## config.mk

```make
export PLATFORM = sky130hd
export DESIGN_NAME = box_plotter
export DESIGN_NICKNAME = d
export VERILOG_FILES = /design/src/rtl/box_plotter_pkg.sv /design/src/rtl/box_plotter_raster_counter.sv /design/src/rtl/box_plotter.sv
export SDC_FILE = /design/constraint.sdc
export NUM_CORES = 1
export LEC_CHECK = 0
export CORE_ASPECT_RATIO = 1.5
export CORE_MARGIN = 3
export CORE_UTILIZATION = 39
export DETAILED_ROUTE_END_ITERATION = 10
export PLACE_DENSITY = 0.72
export SYNTH_ARGS = -nofsm -noshare
export SYNTH_HDL_FRONTEND = slang
export SYNTH_HIERARCHICAL = 1
export SYNTH_SLANG_ARGS = --single-unit
```

## constraint.sdc

```tcl
create_clock -name clock -period 2.2 [get_ports clock]
set_clock_uncertainty 0.15 [all_clocks]
set_input_delay 0.33 -clock clock [delete_from_list [all_inputs] [get_ports clock]]
set_output_delay 0.33 -clock clock [all_outputs]
set_load 0.005 [all_outputs]
```

## src/rtl/box_plotter_pkg.sv

```systemverilog
// Shared types and defaults for the box plotter: FSM states, mode encoding, screen size.
package box_plotter_pkg;

    typedef enum logic [1:0] {
        StIdle = 2'd0,
        StDraw = 2'd1,
        StDone = 2'd2
    } state_e;

    typedef enum logic {
        ModeBox   = 1'b0,
        ModeClear = 1'b1
    } mode_e;

    localparam int unsigned SCREEN_W_DEF = 160;
    localparam int unsigned SCREEN_H_DEF = 120;

endpackage

```

## src/rtl/box_plotter_raster_counter.sv

```systemverilog
// Nested dx/dy raster scan: dx runs 0..w_lim, then wraps and bumps dy.
module raster_counter #(
    parameter int unsigned X_W = 8,
    parameter int unsigned Y_W = 7
) (
    input  logic           clk_i,
    input  logic           rst_ni,
    input  logic           clr_i,
    input  logic           en_i,
    input  logic [X_W-1:0] w_lim_i,
    input  logic [Y_W-1:0] h_lim_i,
    output logic [X_W-1:0] dx_o,
    output logic [Y_W-1:0] dy_o,
    output logic           last_o
);

    logic [X_W-1:0] dx_q, dx_d;
    logic [Y_W-1:0] dy_q, dy_d;

    always_comb begin
        dx_d = dx_q;
        dy_d = dy_q;
        if (clr_i) begin
            dx_d = '0;
            dy_d = '0;
        end else if (en_i) begin
            if (dx_q == w_lim_i) begin
                dx_d = '0;
                dy_d = dy_q + 1'b1;
            end else begin
                dx_d = dx_q + 1'b1;
            end
        end
    end

    always_ff @(posedge clk_i) begin
        if (!rst_ni) begin
            dx_q <= '0;
            dy_q <= '0;
        end else begin
            dx_q <= dx_d;
            dy_q <= dy_d;
        end
    end

    assign dx_o   = dx_q;
    assign dy_o   = dy_q;
    assign last_o = (dx_q == w_lim_i) && (dy_q == h_lim_i);

endmodule

```

## src/rtl/box_plotter.sv

```systemverilog
// Box / clear-screen plotter feeding a VGA adapter write port, one pixel per clock.
// Optional macro BOX_PLOTTER_CLIP_EN suppresses plot for pixels outside the screen.
module box_plotter
    import box_plotter_pkg::*;
#(
    parameter int unsigned X_W      = 8,
    parameter int unsigned Y_W      = 7,
    parameter int unsigned SZ_W     = 3,
    parameter int unsigned COLOUR_W = 3,
    parameter int unsigned SCREEN_W = SCREEN_W_DEF,
    parameter int unsigned SCREEN_H = SCREEN_H_DEF
) (
    input  logic                clock,
    input  logic                resetN,
    input  logic                start,
    input  logic                mode,
    input  logic [X_W-1:0]      x_in,
    input  logic [Y_W-1:0]      y_in,
    input  logic [SZ_W-1:0]     w_in,
    input  logic [SZ_W-1:0]     h_in,
    input  logic [COLOUR_W-1:0] colour_in,
    output logic                ready,
    output logic                done,
    output logic [X_W-1:0]      x_out,
    output logic [Y_W-1:0]      y_out,
    output logic [COLOUR_W-1:0] colour_out,
    output logic                plot
);

    state_e              state_q, state_d;
    logic [X_W-1:0]      x_q, x_d;
    logic [Y_W-1:0]      y_q, y_d;
    logic [X_W-1:0]      w_q, w_d;
    logic [Y_W-1:0]      h_q, h_d;
    logic [COLOUR_W-1:0] colour_q, colour_d;

    logic           accept;
    logic           drawing;
    logic           last;
    logic [X_W-1:0] dx;
    logic [Y_W-1:0] dy;

    assign accept  = start && (state_q == StIdle);
    assign drawing = (state_q == StDraw);

    always_comb begin
        state_d  = state_q;
        x_d      = x_q;
        y_d      = y_q;
        w_d      = w_q;
        h_d      = h_q;
        colour_d = colour_q;
        unique case (state_q)
            StIdle: begin
                if (accept) begin
                    state_d  = StDraw;
                    colour_d = colour_in;
                    if (mode == ModeClear) begin
                        x_d = '0;
                        y_d = '0;
                        w_d = X_W'(SCREEN_W - 1);
                        h_d = Y_W'(SCREEN_H - 1);
                    end else begin
                        x_d = x_in;
                        y_d = y_in;
                        w_d = X_W'(w_in);
                        h_d = Y_W'(h_in);
                    end
                end
            end
            StDraw:  if (last) state_d = StDone;
            StDone:  state_d = StIdle;
            default: state_d = StIdle;
        endcase
    end

    always_ff @(posedge clock) begin
        if (!resetN) begin
            state_q  <= StIdle;
            x_q      <= '0;
            y_q      <= '0;
            w_q      <= '0;
            h_q      <= '0;
            colour_q <= '0;
        end else begin
            state_q  <= state_d;
            x_q      <= x_d;
            y_q      <= y_d;
            w_q      <= w_d;
            h_q      <= h_d;
            colour_q <= colour_d;
        end
    end

    raster_counter #(
        .X_W (X_W),
        .Y_W (Y_W)
    ) u_raster (
        .clk_i   (clock),
        .rst_ni  (resetN),
        .clr_i   (accept),
        .en_i    (drawing),
        .w_lim_i (w_q),
        .h_lim_i (h_q),
        .dx_o    (dx),
        .dy_o    (dy),
        .last_o  (last)
    );

    assign x_out      = x_q + dx;
    assign y_out      = y_q + dy;
    assign colour_out = colour_q;
    assign ready      = (state_q == StIdle);
    assign done       = (state_q == StDone);

`ifdef BOX_PLOTTER_CLIP_EN
    // Compare the carry-extended sums so coordinates that wrapped are rejected too.
    logic [X_W:0] x_sum;
    logic [Y_W:0] y_sum;
    assign x_sum = {1'b0, x_q} + {1'b0, dx};
    assign y_sum = {1'b0, y_q} + {1'b0, dy};
    assign plot  = drawing && (x_sum < (X_W + 1)'(SCREEN_W)) && (y_sum < (Y_W + 1)'(SCREEN_H));
`else
    assign plot = drawing;
`endif

endmodule
```

==> out/results.txt, run 1 <==
status = finished with violations
failing checks = negative setup slack
max-cap viol count = 0
clock buffer count from CTS = 5
R2R cell count = 7
commonest cells after routing, fill and taps aside = buf_4 (39), clkdlybuf4s50_1 (35), nand2_1 (34)
DP Wirelength = 4720 um
CTS HTree Levels = 2
XOR/XNOR share of the synthesized area = 11.1%
Routed WL = 6530 um
grt ovf = 0
number of synthesized register bits = 42
FMAX = 410 MHz
final hold vios = 0
Worst EP arrival = 1.96 ns
leakage = 1.59 nW
setup_tns = -0.866 ns
Final Max Slew Viols = 0
Initial Utilization = 41.3%
antenna diode count = 0
PwrDens = 459 nW/um2
floorplan core area = 6310 um2
number of DRC markers in iteration 0 = 57
CTS clk-pin slew, worst paths = 0.08 ns
global-route usage over all layers = 17.7%
Row Count = 35
Layout Nets = 416
Yosys Warn Count = 6
first-pass GRT wire length = 10800 um
Die Ht = 106 um
WL/cell = 14.6 um
mux cell area share after synthesis = 1.15%
most common cell after layout, fill and taps aside = buf_4
Yosys cell types = 52
Main synth FF type = dfxtp_1
Final Cell Area = 3630 um2
Antenna Nets Post-Route = 0
setup violators final = 6
number of vias per cell = 5.25
CTS Sinks = 42
async set-reset flop share out of synthesis = 0%
Synth Area in Adders = 8.73%
Synth Area in Compound Gates = 16.1%
hold endpoint = colour_out[2]$_SDFFE_PN0P_
Final WS setup = -0.237 ns
M1 WL = 2630 um
uppermost layer routed = met4
crit path from = x_q[0]$_SDFFE_PN0P_
vias = 2341
clk root buf = clkbuf_8
vias in the first global route = 2314
Area growth syn-to-layout = 39.1%
WHS = 0.314 ns
CP max FO = 2
crit end category = output port
GP Congestion = 0.901
Post-synth EDFFs = 0
Post-Synthesis Cells = 285
TritonCTS clock tree = yes
simple-gate area share of the yosys netlist = 26.3%
register area share after synthesis = 32.2%
WP data required = 1.72 ns
drt drc = 0
Hold Path Class = reg -> reg
Die ar. = 7720 um2
minimum clock period = 2.44 ns
RSZ-0062 raised after global routing = true
clk buf depth = 2
Reg-to-Reg End = state_q[0]$_SDFFE_PN0P_
die width = 72.8 um
startpoint types = flip-flop
Synth Cell Area = 2610 um2
hold wc startpoint = colour_out[2]$_SDFFE_PN0P_
Final Instance Count excl. Fillers = 446
met2 wire len = 3520 um
reg-to-reg critical path startpoint = u_raster/dx_o[4]$_SDFFE_PP0P_
final worst-path cycle share = 111%
hold path depth = 2
Worst Setup Path Type = reg -> out
r2r setup slk = 0.33 ns
IO Pins = 49
initial antenna violation count = 0
Port Buffers = 48
Placed Cells = 434
clock latency on the worst-skew pair = 0.30 ns
drt first pass iters = 4
Post-Syn Area per Cell = 9.15 um2
total power = 1.67 mW
VDD IR-drop max = 371 uV
largest net degree at the start of global routing = 26
WL met3 = 197 um
fraction of layout cells with a size suffix above 1 = 29.8%
DP Area = 3380 um2
largest family of logic cells by synthesized area = simple AND/OR/NAND/NOR gates
## kinds of logic (layout without fill, tap and decap cells)
kind of cell             Yosys count  in the layout
AND/OR/NAND/NOR                  113            113
AO/OA/AOI/OAI                     58             58
flip-flops                        42             42
XOR/XNOR                          33             33
buffers and inverters             18            103
adder cells (fa/ha/maj)           17             17
multiplexers                       3              3
other                              1              3
## through the flow
step / setup WS [ns] / utilization (%)
floorplan: 0.0231 / -
global placement: -0.331 / 53.7
finish: -0.237 / 57.5
CTS: -0.271 / 57.0
global route: -0.315 / 57.5
detailed placement: -0.350 / 53.7
## worst max-delay path: stages, from the launching register on
cell	delay (ns)
dfxtp_2	0.34
ha_4	0.16
inv_2	0.05
fa_2	0.22
nor2b_4	0.05
o31a_1	0.30
buf_4	0.15
a211o_2	0.28
buf_2	0.12
## layout make-up
cell class                      count  area (um2)
Inverter                            6        27.5
Fill cell                         571        2680
Timing Repair Buffer               89         746
Multi-Input combinational cell    227        1810
Tap cell                           74        92.6
Sequential cell                    42         857
Clock inverter                      3        21.3
Clock buffer                        5        68.8
## report_power, final
| group | switching (mW) | internal [mW] |
|---|---|---|
| Clock | 0.289 | 0.223 |
| Combinational | 0.159 | 0.178 |
| Sequential | 0.0266 | 0.789 |
## what timing repair did
item / in CTS / in global routing
setup endpoints to repair: 13 / 9
setup buffers: 2 / 3
resized for setup: 71 / 6
pin swaps: 22 / 10
hold buffers: 0 / 0
## flip-flops by register name (all words and copies together) (netlist names)
| register | cells |
|---|---|
| u_raster/dy_o | 7 |
| x_q | 8 |
| u_raster/dx_o | 8 |
| colour_out | 3 |
| y_q | 7 |
| h_q | 3 |
| w_q | 4 |
| state_q | 2 |
## synth_stat cells, drive strengths merged, types with 2 or more instances
master / instances / area share (%)
dfxtp: 42 / 32
nand2: 35 / 5.3
nor2: 24 / 3.7
a21boi: 19 / 5.5
xor2: 18 / 6.0
ha: 15 / 7.2
nand3b: 15 / 4.3
xnor2: 15 / 5.0
buf: 8 / 2.6
a21oi: 7 / 1.3
nor3: 7 / 1.3
a31oi: 6 / 1.4
nor2b: 6 / 1.7
nor3b: 6 / 2.7
a41o: 5 / 2.1
inv: 5 / 0.72
o21ai: 5 / 0.96
a21o: 4 / 1.2
and3: 4 / 1.0
clkbuf: 4 / 0.58
nand4: 4 / 1.5
a211oi: 3 / 0.86
mux2i: 3 / 1.2
nand3: 3 / 0.77
nor4: 3 / 1.9
and4: 2 / 0.67
fa: 2 / 1.5
nand2b: 2 / 0.48
o21a: 2 / 0.58
o21bai: 2 / 0.58
## routing by layer
metal / vias up / track usage [%]
li1: 1165 / -
met1: 1116 / 19.4
met2: 45 / 33.1
met3: 15 / 2.46
met4: 0 / 6.99
met5: - / 0
## worst max path at each step
| stage | to | slack, ns | cells past startpoint |
|---|---|---|---|
| after floorplan | x_out[6] | 0.02 | 7 |
| after global placement | y_out[6] | -0.33 | 7 |
| after detailed placement | y_out[6] | -0.35 | 7 |
| after CTS | x_out[6] | -0.27 | 8 |
| after global routing | x_out[6] | -0.31 | 8 |
| final | x_out[6] | -0.24 | 8 |
Note: power is estimated with default switching activity, not from simulation.
==> inputs of run 2 (changes only) <==
--- a/config.mk
+++ b/config.mk
@@ -10,6 +10,7 @@
 export CORE_UTILIZATION = 39
 export DETAILED_ROUTE_END_ITERATION = 10
 export PLACE_DENSITY = 0.72
+export RECOVER_POWER = 100
 export SYNTH_ARGS = -nofsm -noshare
 export SYNTH_HDL_FRONTEND = slang
 export SYNTH_HIERARCHICAL = 1
==> out/results.txt, run 2 (synthesis gave the netlist of run 1 again) <==
status = finished with violations (unchanged)
failing checks = negative setup slack (unchanged)
drt first pass iters = 4 (unchanged)
worst-margin pin slew = 1.15 ns
vias = 2326 (was 2341)
commonest cells after routing, fill and taps aside = buf_4 (36), nand2_1 (35), dfxtp_1 (31) (was buf_4 (39), clkdlybuf4s50_1 (35), nand2_1 (34))
total power = 1.65 mW (was 1.67 mW)
final worst-path cycle share = 111% (about the same)
first-pass GRT wire length = 10800 um (unchanged)
Final WS setup = -0.237 ns (about the same)
Final Max Slew Viols = 0 (unchanged)
M1 WL = 2640 um (was 2630 um)
hold endpoint = colour_out[2]$_SDFFE_PN0P_ (unchanged)
largest net degree at the start of global routing = 26 (unchanged)
VDD IR-drop max = 371 uV (about the same)
hold path depth = 2 (unchanged)
Placed Cells = 434 (unchanged)
most common cell after layout, fill and taps aside = buf_4 (unchanged)
number of vias per cell = 5.22 (was 5.25)
max-cap viol count = 0 (unchanged)
Antenna Nets Post-Route = 0 (unchanged)
crit end category = output port (unchanged)
Initial Utilization = 41.3% (unchanged)
setup_tns = -0.859 ns (was -0.866 ns)
final hold vios = 0 (unchanged)
FMAX = 410 MHz (about the same)
CTS HTree Levels = 2 (unchanged)
WL met3 = 198 um (was 197 um)
drt drc = 0 (unchanged)
leakage = 1.58 nW (was 1.59 nW)
fillers = 578 (was 571)
Port Buffers = 48 (unchanged)
antenna diode count = 0 (unchanged)
startpoint types = flip-flop (unchanged)
minimum clock period = 2.44 ns (about the same)
Max-slew headroom = 23.0%
Area growth syn-to-layout = 38.1% (was 39.1%)
Reg-to-Reg End = u_raster/dx_o[0]$_SDFFE_PP0P_ (was state_q[0]$_SDFFE_PN0P_)
Hold Path Class = reg -> reg (unchanged)
TritonCTS clock tree = yes (unchanged)
RSZ-0062 raised after global routing = true (unchanged)
final core occ = 57.1% (was 57.5%)
grt ovf = 0 (unchanged)
number of DRC markers in iteration 0 = 65 (was 57)
CTS Sinks = 42 (unchanged)
Layout Nets = 416 (unchanged)
R2R cell count = 6 (was 7)
CP max FO = 2 (unchanged)
CTS clk-pin slew, worst paths = 0.08 ns (about the same)
Final Instance Count excl. Fillers = 446 (unchanged)
Final Cell Area = 3600 um2 (was 3630 um2)
WL/cell = 14.6 um (about the same)
initial antenna violation count = 0 (unchanged)
global-route usage over all layers = 17.7% (unchanged)
clock latency on the worst-skew pair = 0.30 ns (about the same)
PwrDens = 459 nW/um2 (about the same)
clock buffer count from CTS = 5 (unchanged)
sequential cell area = 857 um2 (unchanged)
DP Wirelength = 4720 um (unchanged)
WP data required = 1.72 ns (about the same)
GP Congestion = 0.901 (unchanged)
floorplan core area = 6310 um2 (unchanged)
fraction of layout cells with a size suffix above 1 = 28.2% (was 29.8%)
met2 wire len = 3520 um (about the same)
clk root buf = clkbuf_8 (unchanged)
vias in the first global route = 2314 (unchanged)
hold wc startpoint = colour_out[2]$_SDFFE_PN0P_ (unchanged)
Die ar. = 7720 um2 (unchanged)
multi-input logic area = 1800 um2 (was 1810 um2)
die width = 72.8 um (unchanged)
DP Area = 3380 um2 (unchanged)
Die Ht = 106 um (unchanged)
r2r setup slk = 0.14 ns (was 0.33 ns)
reg-to-reg critical path startpoint = u_raster/dx_o[4]$_SDFFE_PP0P_ (unchanged)
Routed WL = 6530 um (about the same)
Worst Setup Path Type = reg -> out (unchanged)
clk buf depth = 2 (unchanged)
uppermost layer routed = met4 (unchanged)
Row Count = 35 (unchanged)
setup violators final = 6 (unchanged)
Hold Buf Count CTS = 0 (unchanged)
Worst EP arrival = 1.96 ns (about the same)
IO Pins = 49 (unchanged)
run 2: changes by cell type in the layout (fill, tap and decap cells not counted), moves of 3 or more:
| cell | previous run | this run |
|---|---|---|
| a21boi_1 | 8 | 1 |
| clkdlybuf4s50_1 | 35 | 28 |
| clkbuf_1 | 0 | 3 |
| dlygate4sd3_1 | 0 | 7 |
| buf_4 | 39 | 36 |
| a21boi_0 | 11 | 18 |
run 2: area by class of cell:
type,count,share of cell area [%]
Clock buffer,5,1.91
Inverter,6,0.765
Tap cell,74,2.57
Multi-Input combinational cell,227,49.9
Clock inverter,3,0.591
Sequential cell,42,23.8
Timing Repair Buffer,89,20.4
run 2: how the worst max path moves through the flow:
stage               slack, ns  endpoint  depth (start not counted)                     startpoint
global route            -0.31  x_out[6]                          8            x_q[0]$_SDFFE_PN0P_
floorplan                0.02  x_out[6]                          7  u_raster/dx_o[0]$_SDFFE_PP0P_
detailed placement      -0.35  y_out[6]                          7            y_q[0]$_SDFFE_PN0P_
global placement        -0.33  y_out[6]                          7            y_q[0]$_SDFFE_PN0P_
CTS                     -0.27  x_out[6]                          8  u_raster/dx_o[0]$_SDFFE_PP0P_
finish                  -0.24  x_out[6]                          8            x_q[0]$_SDFFE_PN0P_
run 2: where the power goes:
part | internal [mW] | leakage (nW) | switching, mW
logic | 0.170 | 1.19 | 0.158
registers | 0.789 | 0.348 | 0.0256
clock network | 0.223 | 0.0441 | 0.286
run 2: layer usage:
| layer | up-vias | GRT usage [%] |
|---|---|---|
| li1 | 1165 | - |
| met1 | 1098 | 19.4 |
| met2 | 49 | 33.1 |
| met3 | 14 | 2.46 |
| met4 | 0 | 6.99 |
| met5 | - | 0 |
run 2: worst max-delay path: stages (launching register included):
cell and delay, ns:
dfxtp_2 0.34, ha_4 0.16, inv_2 0.05, fa_2 0.22, nor2b_4 0.05, o31a_1 0.30, buf_4 0.15, a211o_2 0.28
buf_2 0.12
run 2: timing repair:
action,4_1_cts,5_1_grt
setup endpoints to repair,13,9
buffers inserted,2,3
cloned,0,0
resized for setup,71,6
pin swaps,22,10
run 2: per-stage QoR:
| step | hold slack [ns] | setup slack [ns] |
|---|---|---|
| 2_1_floorplan | 0.285 | 0.0231 |
| 3_3_place_gp | 0.300 | -0.331 |
| 3_5_place_dp | 0.307 | -0.350 |
| 4_1_cts | 0.319 | -0.271 |
| 5_1_grt | 0.347 | -0.315 |
| 6_report | 0.311 | -0.237 |
==> inputs of run 3 (changes only) <==
--- a/config.mk
+++ b/config.mk
@@ -9,7 +9,7 @@
 export CORE_MARGIN = 3
 export CORE_UTILIZATION = 39
 export DETAILED_ROUTE_END_ITERATION = 10
-export PLACE_DENSITY = 0.72
+export PLACE_DENSITY = 0.65
 export RECOVER_POWER = 100
 export SYNTH_ARGS = -nofsm -noshare
 export SYNTH_HDL_FRONTEND = slang
==> out/results.txt, run 3 (synthesis gave the netlist of run 1 again) <==
max-cap viol count = 0 (unchanged)
multi-input logic area = 1800 um2 (about the same)
final worst-path cycle share = 108% (was 111%)
Routed WL = 6550 um (was 6530 um)
Layout Nets = 415 (was 416)
crit-path cells = ha_4 > inv_2 > fa_2 > nor2b_4 > o31a_1 > buf_4 > a211o_2 > buf_2 (unchanged)
drt drc = 0 (unchanged)
CP max FO = 2 (unchanged)
VDD IR-drop max = 369 uV (was 371 uV)
PwrDens = 453 nW/um2 (was 459 nW/um2)
GP Congestion = 0.863 (was 0.901)
RSZ-0062 raised after global routing = true (unchanged)
fillers = 588 (was 578)
CTS Sinks = 42 (unchanged)
CTS clk-pin slew, worst paths = 0.08 ns (about the same)
failing checks = negative setup slack (unchanged)
Port Buffers = 48 (unchanged)
floorplan core area = 6310 um2 (unchanged)
clk root buf = clkbuf_8 (unchanged)
sequential cell area = 861 um2 (was 857 um2)
Antenna Nets Post-Route = 0 (unchanged)
Placed Cells = 434 (unchanged)
Worst EP arrival = 1.89 ns (was 1.96 ns)
largest net degree at the start of global routing = 26 (unchanged)
WP data required = 1.72 ns (about the same)
Final Max Slew Viols = 0 (unchanged)
vias in the first global route = 2261 (was 2314)
clock buffer count from CTS = 5 (unchanged)
Worst path slowest cell = dfxtp_2 (unchanged)
status = finished with violations (unchanged)
fraction of layout cells with a size suffix above 1 = 28.8% (was 28.2%)
crit end category = output port (unchanged)
DP Wirelength = 4790 um (was 4720 um)
first-pass GRT wire length = 10700 um (was 10800 um)
worst-margin pin slew = 1.07 ns (was 1.15 ns)
commonest cells after routing, fill and taps aside = buf_4 (35), nand2_1 (34), dfxtp_1 (30) (was buf_4 (36), nand2_1 (35), dfxtp_1 (31))
antenna diode count = 0 (unchanged)
DP Area = 3380 um2 (unchanged)
global-route usage over all layers = 17.6% (was 17.7%)
Row Count = 35 (unchanged)
leakage = 1.58 nW (about the same)
Die ar. = 7720 um2 (unchanged)
Initial Utilization = 41.3% (unchanged)
setup violators final = 5 (was 6)
Die Ht = 106 um (unchanged)
IO Pins = 49 (unchanged)
Max-slew headroom = 28.7% (was 23.0%)
minimum clock period = 2.37 ns (was 2.44 ns)
vias = 2327 (was 2326)
grt ovf = 0 (unchanged)
CTS HTree Levels = 2 (unchanged)
Area growth syn-to-layout = 37.7% (was 38.1%)
Slowest Stage Delay on Critical Path = 0.34 ns (about the same)
total power = 1.63 mW (was 1.65 mW)
final core occ = 56.9% (was 57.1%)
die width = 72.8 um (unchanged)
final hold vios = 0 (unchanged)
Final WS setup = -0.174 ns (was -0.237 ns)
number of vias per cell = 5.23 (was 5.22)
number of DRC markers in iteration 0 = 84 (was 65)
Worst Setup Path Type = reg -> out (unchanged)
FMAX = 421 MHz (was 410 MHz)
clk buf depth = 2 (unchanged)
startpoint types = flip-flop (unchanged)
Final Instance Count excl. Fillers = 445 (was 446)
Hold Path Class = reg -> reg (unchanged)
drt first pass iters = 4 (unchanged)
most common cell after layout, fill and taps aside = buf_4 (unchanged)
WL/cell = 14.7 um (was 14.6 um)
clock latency on the worst-skew pair = 0.30 ns (about the same)
Final Cell Area = 3590 um2 (was 3600 um2)
initial antenna violation count = 0 (unchanged)
TritonCTS clock tree = yes (unchanged)
-- run 3: final timing paths --
check	startpoint	end	slack, ns	cells after the start
worst max-delay path	x_q[0]$_SDFFE_PN0P_	x_out[6]	-0.17	8
worst min-delay path	colour_out[0]$_SDFFE_PN0P_	colour_out[0]$_SDFFE_PN0P_	0.31	2
worst max register to register	w_q[4]$_SDFFE_PN0P_	u_raster/dy_o[0]$_SDFFE_PP0P_	0.08	5
worst min register to register	colour_out[0]$_SDFFE_PN0P_	colour_out[0]$_SDFFE_PN0P_	0.31	2
-- run 3: power breakdown --
group | total [mW] | leakage (nW) | internal, mW | switching (mW)
clock | 0.500 | 0.0452 | 0.224 | 0.276
sequential | 0.816 | 0.348 | 0.788 | 0.0271
combinational | 0.310 | 1.18 | 0.160 | 0.150
-- run 3: timing repair --
action                     CTS  global route
cloned                       0             0
pin swaps                   18             7
hold buffers                 0             0
resized for setup           71            12
setup endpoints to repair   14            10
setup buffers                3             0
-- run 3: area by class of cell --
| cell class | count | area share (%) |
|---|---|---|
| Clock buffer | 6 | 2.02 |
| Clock inverter | 2 | 0.383 |
| Inverter | 6 | 0.767 |
| Multi-Input combinational cell | 227 | 50.1 |
| Sequential cell | 42 | 24.0 |
| Tap cell | 74 | 2.58 |
| Timing Repair Buffer | 88 | 20.2 |
-- run 3: stage by stage --
step,hold WS (ns),setup slack [ns],TNS [ns]
6_report,0.313,-0.174,-0.525
5_1_grt,0.337,-0.246,-1.51
4_1_cts,0.321,-0.254,-0.824
3_5_place_dp,0.304,-0.346,-1.67
3_3_place_gp,0.294,-0.325,-1.52
2_1_floorplan,0.285,0.0231,0
-- run 3: per-layer routing --
metal	GRT usage (%)	share of wire (%)	up-vias
li1	-	-	1167
met1	20.1	40	1085
met2	31.4	52	60
met3	2.74	3.7	15
met4	7.78	3.8	0
met5	0	0	-
-- run 3: worst max-delay path, delay by kind of cell (launching register included) --
family	cells	cell delay, ns
AND/OR/NAND/NOR	1	0.04
adder cells (fa/ha/maj)	2	0.38
AO/OA/AOI/OAI	2	0.53
flip-flops	1	0.34
buffers and inverters	3	0.31
